### src/rtl/dec_bcd_pkg.sv
// Shared constants, types and helpers for the decimal-request arbiter.
package dec_bcd_pkg;

   localparam int unsigned NUM_DEC  = 10;
   localparam int unsigned BCD_W    = 4;
   localparam logic [3:0]  LAST_IDX = 4'd9;

   typedef logic [NUM_DEC-1:0] dec_vec_t;

   // Digit indices above 9 never reach the stream; map them to 0.
   function automatic logic [BCD_W-1:0] idx_to_bcd(input logic [3:0] idx);
      return (idx > LAST_IDX) ? 4'd0 : idx;
   endfunction

endpackage

### src/rtl/dec_rr_pick.sv
// Combinational round-robin finder: first set bit of req scanning ptr+1, ptr+2, ... with 9 wrapping to 0.
module dec_rr_pick
   import dec_bcd_pkg::*;
(
   input  dec_vec_t   req,
   input  logic [3:0] ptr,
   output logic       found,
   output logic [3:0] idx
);

   logic [4:0] pos;

   always_comb begin
      found = 1'b0;
      idx   = 4'd0;
      pos   = 5'd0;
      for (int k = 1; k <= NUM_DEC; k++) begin
         pos = {1'b0, ptr} + 5'(k);
         // Fold back into 0..9; the 20 case only covers an out-of-range ptr.
         if (pos >= 5'd20)
            pos = pos - 5'd20;
         else if (pos >= 5'd10)
            pos = pos - 5'd10;
         if (!found && req[pos[3:0]]) begin
            found = 1'b1;
            idx   = pos[3:0];
         end
      end
   end

endmodule

### src/rtl/dec_bcd_arbiter.sv
// Synchronises ten key lines, latches rising edges as pending events and issues them round-robin as BCD.
// Optional drop counter enabled by defining DEC_ARB_DROP_CNT_EN.
module dec_bcd_arbiter
   import dec_bcd_pkg::*;
#(
   parameter int unsigned SYNC_STAGES = 2,
   parameter int unsigned CNT_W       = 8
)(
   input  logic              clk,
   input  logic              rst_n,
   input  logic [9:0]        dec_req,
   output logic [3:0]        bcd_data,
   output logic              bcd_valid,
   input  logic              bcd_ready,
   output logic [9:0]        pending,
   output logic              busy
`ifdef DEC_ARB_DROP_CNT_EN
   ,output logic [CNT_W-1:0] drop_cnt
`endif
);

   if (SYNC_STAGES < 2 || SYNC_STAGES > 3 || CNT_W < 1) begin : g_param_check
      $error("dec_bcd_arbiter: SYNC_STAGES must be 2..3 and CNT_W at least 1");
   end

   logic [SYNC_STAGES-1:0][NUM_DEC-1:0] sync_q, sync_d;
   dec_vec_t   prev_q, prev_d;
   dec_vec_t   pending_q, pending_d;
   logic [3:0] ptr_q, ptr_d;
   logic [3:0] data_q, data_d;
   logic       valid_q, valid_d;

   dec_vec_t   rise;
   dec_vec_t   load_vec;
   logic       slot_free;
   logic       load;
   logic       pick_found;
   logic [3:0] pick_idx;

   dec_rr_pick u_pick (
      .req   (pending_q),
      .ptr   (ptr_q),
      .found (pick_found),
      .idx   (pick_idx)
   );

   always_comb begin
      sync_d    = {sync_q[SYNC_STAGES-2:0], dec_req};
      prev_d    = sync_q[SYNC_STAGES-1];
      rise      = sync_q[SYNC_STAGES-1] & ~prev_q;
      slot_free = ~valid_q | bcd_ready;
      load      = slot_free & pick_found;
      load_vec  = '0;
      for (int i = 0; i < NUM_DEC; i++)
         load_vec[i] = load && (pick_idx == 4'(i));
      // A fresh edge on the digit being loaded re-arms it rather than being lost.
      pending_d = (pending_q & ~load_vec) | rise;
      valid_d   = slot_free ? pick_found : valid_q;
      data_d    = load ? idx_to_bcd(pick_idx) : data_q;
      ptr_d     = load ? pick_idx : ptr_q;
   end

   always_ff @(posedge clk or negedge rst_n) begin
      if (!rst_n) begin
         sync_q    <= '0;
         prev_q    <= '0;
         pending_q <= '0;
         ptr_q     <= LAST_IDX;
         data_q    <= '0;
         valid_q   <= 1'b0;
      end else begin
         sync_q    <= sync_d;
         prev_q    <= prev_d;
         pending_q <= pending_d;
         ptr_q     <= ptr_d;
         data_q    <= data_d;
         valid_q   <= valid_d;
      end
   end

   assign bcd_data  = data_q;
   assign bcd_valid = valid_q;
   assign pending   = pending_q;
   assign busy      = valid_q | (|pending_q);

`ifdef DEC_ARB_DROP_CNT_EN
   logic [CNT_W-1:0] drop_cnt_q, drop_cnt_d;
   dec_vec_t         drop_vec;
   logic [3:0]       drop_ones;
   logic [CNT_W+3:0] drop_sum;

   always_comb begin
      drop_vec  = rise & pending_q & ~load_vec;
      drop_ones = 4'd0;
      for (int i = 0; i < NUM_DEC; i++)
         drop_ones = drop_ones + {3'b000, drop_vec[i]};
      drop_sum = (CNT_W+4)'(drop_cnt_q) + (CNT_W+4)'(drop_ones);
      if (drop_sum > (CNT_W+4)'({CNT_W{1'b1}}))
         drop_cnt_d = '1;
      else
         drop_cnt_d = drop_sum[CNT_W-1:0];
   end

   always_ff @(posedge clk or negedge rst_n) begin
      if (!rst_n)
         drop_cnt_q <= '0;
      else
         drop_cnt_q <= drop_cnt_d;
   end

   assign drop_cnt = drop_cnt_q;
`endif

endmodule
### config.mk
export PLATFORM = sky130hd
export DESIGN_NAME = dec_bcd_arbiter
export DESIGN_NICKNAME = d
export VERILOG_FILES = /design/src/rtl/dec_bcd_pkg.sv /design/src/rtl/dec_rr_pick.sv /design/src/rtl/dec_bcd_arbiter.sv
export SDC_FILE = /design/constraint.sdc
export NUM_CORES = 1
export LEC_CHECK = 0
export CAP_MARGIN = 10
export CORE_ASPECT_RATIO = 0.5
export CORE_MARGIN = 10
export CORE_UTILIZATION = 56
export CTS_CLUSTER_SIZE = 12
export DETAILED_ROUTE_END_ITERATION = 16
export PLACE_DENSITY = 0.78
export SETUP_SLACK_MARGIN = 0.2
export SLEW_MARGIN = 20
export SYNTH_ARGS = -nofsm -noshare
export SYNTH_HDL_FRONTEND = slang
export SYNTH_SLANG_ARGS = --single-unit
### constraint.sdc
create_clock -name clk -period 5.4 [get_ports clk]
set_input_delay 0.81 -clock clk [delete_from_list [all_inputs] [get_ports clk]]
set_output_delay 0.81 -clock clk [all_outputs]
set_load 0.005 [all_outputs]
==> results.cfg <==
[outcome]
run_status = completed

[sta]
fin_crit_ns = 4.940
hold_viol_final = 0
fin_tns_setup_ns = 0
maxSlewViolCount = 0
max-slew-margin-rel = 0.3193
worst_slack_ns = 0.4598
setup_viol = 0
skew_ns = 0.007804
fmax_mhz = 202.4
rsz0062_at_grt = false
worst_slew_pin_slew_ns = 0.9926
post-route-period-util = 0.9148

[drt]
drc = 0
via_count = 5391
drtPass1Iterations = 6
routed_wl_um = 17160
drt_iter0_drc = 659
viasPerCell = 6.705
routedWlPerCell_um = 21.34
postRouteAntennaNets = 0

[worst_setup_path]
worstPathArrival_ns = 5.13
cp_max_fo = 14
max_stage_delay_ns = 0.63
cp_cell_sequence = inv_4, ha_1, a21oi_4, xnor2_2, ha_1, a21oi_1, a221oi_2, nor3_2, mux2i_1, a211oi_4, nand4bb_4, or3_4, o32ai_2, buf_4, nand2b_1, a21boi_0
critPathCaptureType = register
worst_ep_required_time_ns = 5.59
start_kind = register
critPathKind = register to register
crit_top_cell = ha_1
crit_slowest_cell = dfrtp_1

[clock_tree]
root_buffer = clkbuf_16
clk_latency_ns = 0.30
cts_buffers = 5
clockBufferDepth = 2
clkTransAtPathRegs_ns = 0.07
cts_tree = yes
ctsHtreeMaxLevel = 2
cts_sinks = 49

[floorplanning]
core_area_mm2 = 0.009634
die_area_mm2 = 0.01473
die_w_um = 161.9
rows = 25
top_level_ports = 29
die_h_um = 90.96
start_util = 0.5853

[global_route]
overflow = 0
antenna_found_initial = 0
grt_pass1_wl_um = 26740
grt_pass1_vias = 4790
grt_util_all_layers = 0.2222
grt_max_degree = 50

[final_layout]
drive_gt1_frac = 0.1599
diodes = 0
fillers = 791
fin_nets = 714
final_common_cell = a21oi_1
final_cell_mix = a21oi_1, dfrtp_1, nor2_1
syn_to_final_growth_pct = 11.52

[yosys]
synth.area.top_cells = dfrtp_1, ha_1, mux2i_1
synthFlopType = dfrtp_1
synthesis.nets = 686
syn-mean-instance-area_um2 = 8.811
syn_area_mm2 = 0.005639
yosysWarnings = 0
syn_inst = 640
ys_seq_area_frac = 0.2179
synth_top_area_frac = 0.2086
synth-edff-count = 0
ys_types = 110
synth_area_leader_cell = dfrtp_1
synthArstFlopShare = 1.000
ys_seq_elements = 49

[place]
dp_worst_setup_slack_ns = 0.3835
io_buffers = 28
dpl.hpwl_um = 12960
routabilityCongestion = 1.015

[run]
drv_cap = 0

[worst_hold_path]
holdCritPathClass = register to register
## through the flow
stage / instances / utilization / hold slack [ns] / area [um2]
floorplan: 640 / - / 0.3312 / 5640
global placement: 793 / 0.6265 / 0.3325 / 6036
detailed placement: 793 / 0.6265 / 0.3370 / 6036
CTS: 801 / 0.6466 / 0.3540 / 6230
global route: 804 / 0.6527 / 0.3562 / 6289
finish: 804 / 0.6527 / 0.3513 / 6289
## layout make-up
type | instances | area [um2] | area share
flip-flops and latches | 49 | 1229 | 0.1954
multi-input cells | 520 | 4089 | 0.6502
clock inverters | 3 | 68.82 | 0.01094
inverters | 41 | 157.7 | 0.02507
well taps | 135 | 168.9 | 0.02686
clock buffers | 5 | 125.1 | 0.01990
repair buffers | 51 | 450.4 | 0.07163
## Yosys cell counts (all sizes together), types with 12 or more instances
| master | instances |
|---|---|
| nand3 | 25 |
| dfrtp | 47 |
| buf | 23 |
| nor3 | 18 |
| o21ai | 24 |
| ha | 32 |
| nand2 | 35 |
| nand2b | 13 |
| mux2i | 26 |
| a21oi | 53 |
| mux2 | 12 |
| nor4 | 13 |
| xnor2 | 17 |
| nor2 | 39 |
| inv | 39 |
## flip-flops by register name (all words and copies together) (netlist names)
register / flops
pending: 10
prev_d: 10
prev_q: 10
sync_d: 10
bcd_data: 4
ptr_q: 4
bcd_valid: 1
## cells by family after synthesis
kind of cell / count (synthesis) / share of synthesized area
and+or+nand+nor: 208 / 0.2228
AOI/OAI and AO/OA: 219 / 0.3046
xor gates and xnor gates: 20 / 0.03905
adders and majority gates: 33 / 0.07455
DFF: 49 / 0.2179
buffers and inverters: 71 / 0.06302
muxes: 40 / 0.07810
## layer usage
| metal | GRT usage | vias to the layer above | part of all wire |
|---|---|---|---|
| li1 | - | 2507 | - |
| met1 | 0.3257 | 2575 | 0.47 |
| met2 | 0.3172 | 297 | 0.41 |
| met3 | 0.05946 | 12 | 0.11 |
| met4 | 0.04292 | 0 | 0.0094 |
| met5 | 0 | - | 0 |
## worst paths after layout
path                            start          to  slack, ns  depth (start not counted)
setup / recovery             ptr_q[2]    ptr_q[0]       0.46                         16
hold / removal             sync_d[12]   prev_d[2]       0.35                          0
setup reg to reg             ptr_q[2]    ptr_q[0]       0.46                         16
hold reg to reg            sync_d[12]   prev_d[2]       0.35                          0
max in group asynchronous       rst_n   prev_d[6]       4.47                          1
min in group asynchronous       rst_n  sync_d[18]       0.52                          1
## worst max-delay path, delay by kind of cell, from the launching register on
| kind | cells | cell delay, ns |
|---|---|---|
| AND/OR/NAND/NOR | 4 | 1.20 |
| multiplexers | 1 | 0.19 |
| XOR/XNOR | 1 | 0.16 |
| AO/OA/AOI/OAI | 6 | 1.66 |
| adder cells (fa/ha/maj) | 2 | 0.57 |
| buffers and inverters | 2 | 0.41 |
| flip-flops | 1 | 0.63 |
## timing repair
item | 4_1_cts | 5_1_grt
hold buffers | 0 | 0
setup buffers | 0 | 3
resized for setup | 0 | 6
setup endpoints to repair | 0 | 13
Power is left out: the tool's default activity adds up to more than one toggle a clock period on the data nets, which glitch-free logic cannot reach.
